$ cat src/rtl/vga_text_sched.sv
// Text-overlay scheduler: character buffer, clear sweep and 3-stage pixel pipeline to the glyph lookup.
// Optional blink phase counter is built only when TEXT_BLINK_EN is defined.
module vga_text_sched #(
    parameter int          COLS         = 16,
    parameter int          ROWS         = 2,
    parameter int          AW           = 5,
    parameter logic [9:0]  X0           = 10'd256,
    parameter logic [9:0]  Y0           = 10'd200,
    parameter int          BLINK_FRAMES = 30
) (
    input  logic          clk,
    input  logic          rst_n,
    input  logic [9:0]    hcnt,
    input  logic [9:0]    vcnt,
    input  logic          de,
    input  logic          frame_tick,
    input  logic          wr_en,
    input  logic [AW-1:0] wr_addr,
    input  logic [5:0]    wr_data,
    output logic          wr_ready,
    input  logic          clr_req,
    output logic          busy,
    output logic [5:0]    alph,
    output logic [2:0]    dH,
    output logic [3:0]    dV,
    output logic [9:0]    dcnt,
    input  logic          point_in,
    output logic          pix_on,
    output logic          pix_valid
);

    localparam int N  = COLS * ROWS;
    localparam int CB = $clog2(COLS);
    localparam int RB = AW - CB;
    localparam logic [10:0]   X_END     = {1'b0, X0} + 11'(8 * COLS);
    localparam logic [10:0]   Y_END     = {1'b0, Y0} + 11'(16 * ROWS);
    localparam logic [AW-1:0] LAST_ADDR = AW'(N - 1);

    typedef enum logic [1:0] {
        ST_IDLE  = 2'd0,
        ST_CLEAR = 2'd1,
        ST_DONE  = 2'd2
    } state_t;

    state_t          state_r, state_nxt_s;
    logic [AW-1:0]   clr_addr_r;
    logic            busy_r, wr_ready_r;
    logic [5:0]      mem_r [0:N-1];
    logic            mem_we_s;
    logic [AW-1:0]   mem_waddr_s;
    logic [5:0]      mem_wdata_s;
    logic [9:0]      rx_s, ry_s;
    logic            in_box_s;
    logic [AW-1:0]   addr_s;
    logic            in_box_r, in_box_dd_r;
    logic [AW-1:0]   addr_r;
    logic [2:0]      gh_r, dh_r;
    logic [3:0]      gv_r, dv_r;
    logic [2:0]      de_d_r;
    logic [5:0]      alph_r;
    logic            pix_on_r;
    logic [9:0]      dcnt_r;
    logic            unused_s;

    // Next-state decode for the clear sequencer.
    always_comb begin
        state_nxt_s = state_r;
        case (state_r)
            ST_IDLE: begin
                if (clr_req) state_nxt_s = ST_CLEAR;
                else         state_nxt_s = ST_IDLE;
            end
            ST_CLEAR: begin
                if (clr_addr_r == LAST_ADDR) state_nxt_s = ST_DONE;
                else                         state_nxt_s = ST_CLEAR;
            end
            ST_DONE: state_nxt_s = ST_IDLE;
            default: state_nxt_s = ST_CLEAR;
        endcase
    end

    // State register, sweep address and registered handshake flags; reset starts a fresh sweep.
    always_ff @(posedge clk) begin
        if (!rst_n) begin
            state_r    <= ST_CLEAR;
            clr_addr_r <= {AW{1'b0}};
            busy_r     <= 1'b1;
            wr_ready_r <= 1'b0;
        end else begin
            state_r    <= state_nxt_s;
            busy_r     <= (state_nxt_s == ST_CLEAR);
            wr_ready_r <= (state_nxt_s == ST_IDLE);
            if ((state_r == ST_CLEAR) && (state_nxt_s == ST_CLEAR)) clr_addr_r <= clr_addr_r + {{(AW-1){1'b0}}, 1'b1};
            else                                                    clr_addr_r <= {AW{1'b0}};
        end
    end

    // Single write port shared by the sweep and game logic; out-of-range codes become space.
    always_comb begin
        mem_we_s    = 1'b0;
        mem_waddr_s = {AW{1'b0}};
        mem_wdata_s = 6'd0;
        if (state_r == ST_CLEAR) begin
            mem_we_s    = 1'b1;
            mem_waddr_s = clr_addr_r;
            mem_wdata_s = 6'd0;
        end else if (wr_en && wr_ready_r) begin
            mem_we_s    = 1'b1;
            mem_waddr_s = wr_addr;
            mem_wdata_s = (wr_data > 6'd53) ? 6'd0 : wr_data;
        end else begin
            mem_we_s    = 1'b0;
        end
    end

    // Character buffer storage; contents are defined by the sweep, not by reset.
    always_ff @(posedge clk) begin
        if (mem_we_s) mem_r[mem_waddr_s] <= mem_wdata_s;
    end

    assign rx_s     = hcnt - X0;
    assign ry_s     = vcnt - Y0;
    assign in_box_s = de && ({1'b0, hcnt} >= {1'b0, X0}) && ({1'b0, hcnt} < X_END)
                         && ({1'b0, vcnt} >= {1'b0, Y0}) && ({1'b0, vcnt} < Y_END);
    assign addr_s   = {ry_s[4 +: RB], rx_s[3 +: CB]};

    // Three-stage pixel pipeline: position decode, buffer read (read-first), lit pixel.
    always_ff @(posedge clk) begin
        if (!rst_n) begin
            in_box_r    <= 1'b0;
            addr_r      <= {AW{1'b0}};
            gh_r        <= 3'd0;
            gv_r        <= 4'd0;
            in_box_dd_r <= 1'b0;
            alph_r      <= 6'd0;
            dh_r        <= 3'd0;
            dv_r        <= 4'd0;
            pix_on_r    <= 1'b0;
            de_d_r      <= 3'd0;
        end else begin
            in_box_r    <= in_box_s;
            addr_r      <= addr_s;
            gh_r        <= in_box_s ? rx_s[2:0] : 3'd0;
            gv_r        <= in_box_s ? ry_s[3:0] : 4'd0;
            in_box_dd_r <= in_box_r;
            alph_r      <= (in_box_r && !busy_r) ? mem_r[addr_r] : 6'd0;
            dh_r        <= gh_r;
            dv_r        <= gv_r;
            pix_on_r    <= in_box_dd_r && point_in && !busy_r;
            de_d_r      <= {de_d_r[1:0], de};
        end
    end

`ifdef TEXT_BLINK_EN
    localparam int FW = (BLINK_FRAMES > 1) ? $clog2(BLINK_FRAMES) : 1;
    localparam logic [FW-1:0] FRAME_LAST = FW'(BLINK_FRAMES - 1);
    logic [FW-1:0] frame_cnt_r;

    // Blink phase: dcnt advances once every BLINK_FRAMES frames.
    always_ff @(posedge clk) begin
        if (!rst_n) begin
            frame_cnt_r <= {FW{1'b0}};
            dcnt_r      <= 10'd0;
        end else if (frame_tick) begin
            if (frame_cnt_r == FRAME_LAST) begin
                frame_cnt_r <= {FW{1'b0}};
                dcnt_r      <= dcnt_r + 10'd1;
            end else begin
                frame_cnt_r <= frame_cnt_r + {{(FW-1){1'b0}}, 1'b1};
            end
        end
    end
`else
    // Steady text: blink phase pinned at zero.
    always_ff @(posedge clk) begin
        if (!rst_n) dcnt_r <= 10'd0;
        else        dcnt_r <= 10'd0;
    end
`endif

    assign unused_s  = ^{frame_tick, rx_s, ry_s};

    assign wr_ready  = wr_ready_r;
    assign busy      = busy_r;
    assign alph      = alph_r;
    assign dH        = dh_r;
    assign dV        = dv_r;
    assign dcnt      = dcnt_r;
    assign pix_on    = pix_on_r;
    assign pix_valid = de_d_r[2];

endmodule

$ cat config.mk
export PLATFORM = sky130hd
export DESIGN_NAME = vga_text_sched
export DESIGN_NICKNAME = d
export VERILOG_FILES = /design/src/rtl/vga_text_sched.sv
export SDC_FILE = /design/constraint.sdc
export NUM_CORES = 1
export LEC_CHECK = 0
export CORE_MARGIN = 5
export CORE_UTILIZATION = 58
export DETAILED_ROUTE_END_ITERATION = 8
export GPL_TIMING_DRIVEN = 0
export HOLD_SLACK_MARGIN = 0.08
export PLACE_DENSITY = 0.79
export REMOVE_ABC_BUFFERS = 1
export SLEW_MARGIN = 10
export SYNTH_ARGS = -nofsm -noshare
export SYNTH_HDL_FRONTEND = slang
export SYNTH_SLANG_ARGS = --single-unit
$ cat constraint.sdc
create_clock -name clk -period 2.7 [get_ports clk]
set_input_delay 0.27 -clock clk [delete_from_list [all_inputs] [get_ports clk]]
set_output_delay 0.27 -clock clk [all_outputs]
set_load 0.005 [all_outputs]
==> impl_metrics.tcl <==
set metrics [dict create \
    synth_top_area_share 0.646 \
    clk_latency_ps 490 \
    cpPeakStageDelay_ps 1000 \
    p_int_mw 5.93 \
    htree_levels 1 \
    viasPerCell 6.07 \
    p_seq_frac 0.527 \
    pwr-share-clk 0.436 \
    placeableCoreArea_um2 15100 \
    relSlewSlack 0.195 \
    p_switching_mw 1.45 \
    die-width_um 134 \
    switching_share 0.196 \
    synth_seq_cells 232 \
    hold_path.startpoint "hcnt[0]" \
    cts_hold_buffers 0 \
    synth_cells 488 \
    pwr-share-comb 0.036 \
    hold_class "in -> reg" \
    drtAntennaViolNets 0 \
    finalPower_mw 7.38 \
    min_path_cells 2 \
    numCtsBuffers 23 \
    critPathMaxFanout 32 \
    rr_worst_depth 3 \
    setup_tns_ps 0 \
    num_io_pins 65 \
    hold_viol_final 0 \
    ys.flop_type "edfxtp_1" \
    worst_slew_pin_slew_ps 1210 \
    finalSetupViolCount 0 \
    yosysTopAreaCell "edfxtp_1" \
    rows 45 \
    crit_required_ps 2820 \
    fin_crit_sh 0.897 \
    drv_slew 0 \
    io_buffers 53 \
    rsz0062_at_grt "no" \
    num-fill-cells 930 \
    cts_tree "done" \
    critPathKind "reg -> reg" \
    outcome "finished, final reports clean" \
    detailedRoute.firstIterationViolations 427 \
    drive_above_1_share 0.171 \
    grt.overflow.total 0 \
    arrival_ps 2540 \
    synth.most_common_cell "edfxtp_1" \
    fin_crit_ps 2420 \
    dieHeight_um 134 \
    diodes 0 \
    p_leak_nw 3.79 \
    cts-root-buf "clkbuf_16" \
    ys_async_sr_fraction 0 \
    r2r_end "mem_r[4][5]$_DFFE_PP_" \
    dieArea_um2 18000 \
    end_kind "flop" \
    synth_warnings 0 \
    nets 590 \
    area_delta_synth_final_pct 16.8 \
    fin_skew_ps 10.7 \
    synth-seq-area-share 0.735 \
    synth-edff-count 192 \
    startpoint_type "flop" \
    clock_sinks 232 \
    initial_core_util 0.590 \
    reg2reg_slack_ps 280 \
    grt_max_degree 33 \
    vdd_ir_drop_max_mv 0.517 \
    drcViolationCount 0 \
    stdcell_area_um2 10400 \
    cp_cell_sequence "nor2b_2, a311oi_1, and2_1" \
    placed_area_um2 9630 \
    finalWeightedCongestion 0.808 \
    dr.pass1.iters 5 \
    slowest_stage "and2_1" \
    holdWs_ps 346 \
    wirelength_um 17200 \
    r2r-start "state_r[0]$_SDFF_PN1_" \
    power.density_nw_per_um2 708 \
    regArea_um2 6570 \
    antenna_found_initial 0 \
    hpwl_um 11100 \
    timing.fmax_mhz 413 \
    synth_cell_types 38 \
    synth_area_leaders "edfxtp_1 (65%), mux4_2 (12%), dfxtp_1 (9.0%)" \
    grt_pass1_vias 4768 \
    min_to "gh_r[0]$_SDFF_PN0_" \
    syn_area_um2 8930 \
    vias 4576 \
    drv_cap 0 \
    grt_pass1_wl_um 26700 \
    multi_input_area_um2 2210 \
    wl_per_cell_um 22.9 \
    syn_area_per_cell_um2 18.3 \
    clk_path_buf_depth 3 \
    synthTopCellsByCount "edfxtp_1 (192), mux4_2 (48), nor2_1 (43), dfxtp_1 (40), and2_1 (29)" \
    grt_use_total 0.196 \
    cts.clk_slew.worst_paths_ps 70 \
]
## worst max path at each step
stage / to / depth (start not counted) / slack, ps / start
after floorplan: alph[1]$_SDFF_PN0_ / 4 / -390 / addr_r[1]$_SDFF_PN0_
after global routing: mem_r[29][5]$_DFFE_PP_ / 3 / 80 / state_r[0]$_SDFF_PN1_
after detailed placement: mem_r[1][3]$_DFFE_PP_ / 4 / -210 / state_r[0]$_SDFF_PN1_
final: mem_r[4][5]$_DFFE_PP_ / 3 / 280 / state_r[0]$_SDFF_PN1_
after global placement: alph[4]$_SDFF_PN0_ / 4 / -1310 / addr_r[1]$_SDFF_PN0_
after CTS: mem_r[1][4]$_DFFE_PP_ / 4 / 90 / state_r[0]$_SDFF_PN1_
## area by class of cell
cell class | instances | share of cell area
multi-input cells | 233 | 0.212
inverters | 3 | 0.00108
clock buffers | 30 | 0.0596
flip-flops and latches | 232 | 0.630
well taps | 188 | 0.0226
repair buffers | 57 | 0.0588
clock inverters | 11 | 0.0152
## kinds of logic after synthesis
kind of cell,synth area share
other,0.000420
DFF,0.735
adders and majority gates,0.00280
AOI/OAI and AO/OA,0.0233
muxes,0.144
and+or+nand+nor,0.0688
buffers and inverters,0.0228
xor gates and xnor gates,0.00294
## placed cells by master (no fill, tap or decap), types with 8 or more instances in the layout
cell / count
and2_1: 28
and3_1: 9
clkbuf_16: 23
clkdlybuf4s50_1: 53
conb_1: 10
dfxtp_1: 37
edfxtp_1: 192
mux2i_1: 19
mux4_2: 48
nand2_1: 8
nand3_1: 12
nor2_1: 43
## power by group through the flow
stage	sequential, mW	clock, mW	combinational [mW]
2_1_floorplan	3.98	0	0.136
3_3_place_gp	4.00	0	0.230
3_5_place_dp	3.97	0	0.267
4_1_cts	3.89	3.26	0.271
5_1_grt	3.90	3.43	0.287
6_report	3.89	3.22	0.269
## per-layer routing
metal	up-vias	wire length (µm)	GRT usage
li1	2024	-	-
met1	2312	7000	0.266
met2	201	8700	0.334
met3	39	1200	0.0338
met4	0	330	0.0520
met5	-	0	0
## flip-flops by register name, indices dropped and copies added, names as in the netlist, 4 cells and up
name,cells
mem_r,192
alph,6
addr_r,5
clr_addr_r,5
dV,4
gv_r,4
## per-stage QoR
stage,std cells,utilization,setup WS (ps)
floorplan,468,-,-392
global placement,709,0.630,-1310
detailed placement,713,0.636,-213
CTS,754,0.688,93.0
global route,754,0.688,76.2
finish,754,0.688,277
## timing repair
item                       4_1_cts  5_1_grt
setup endpoints to repair       96      111
resized for setup                2        1
setup buffers                    0        0
## critical path: cells and delay by family, from the launching register on
kind	cells	cell delay, ps
AOI/OAI and AO/OA	1	420
and+or+nand+nor	2	1250
DFF	1	360
No activity file was read; power rests on OpenSTA's default activity.
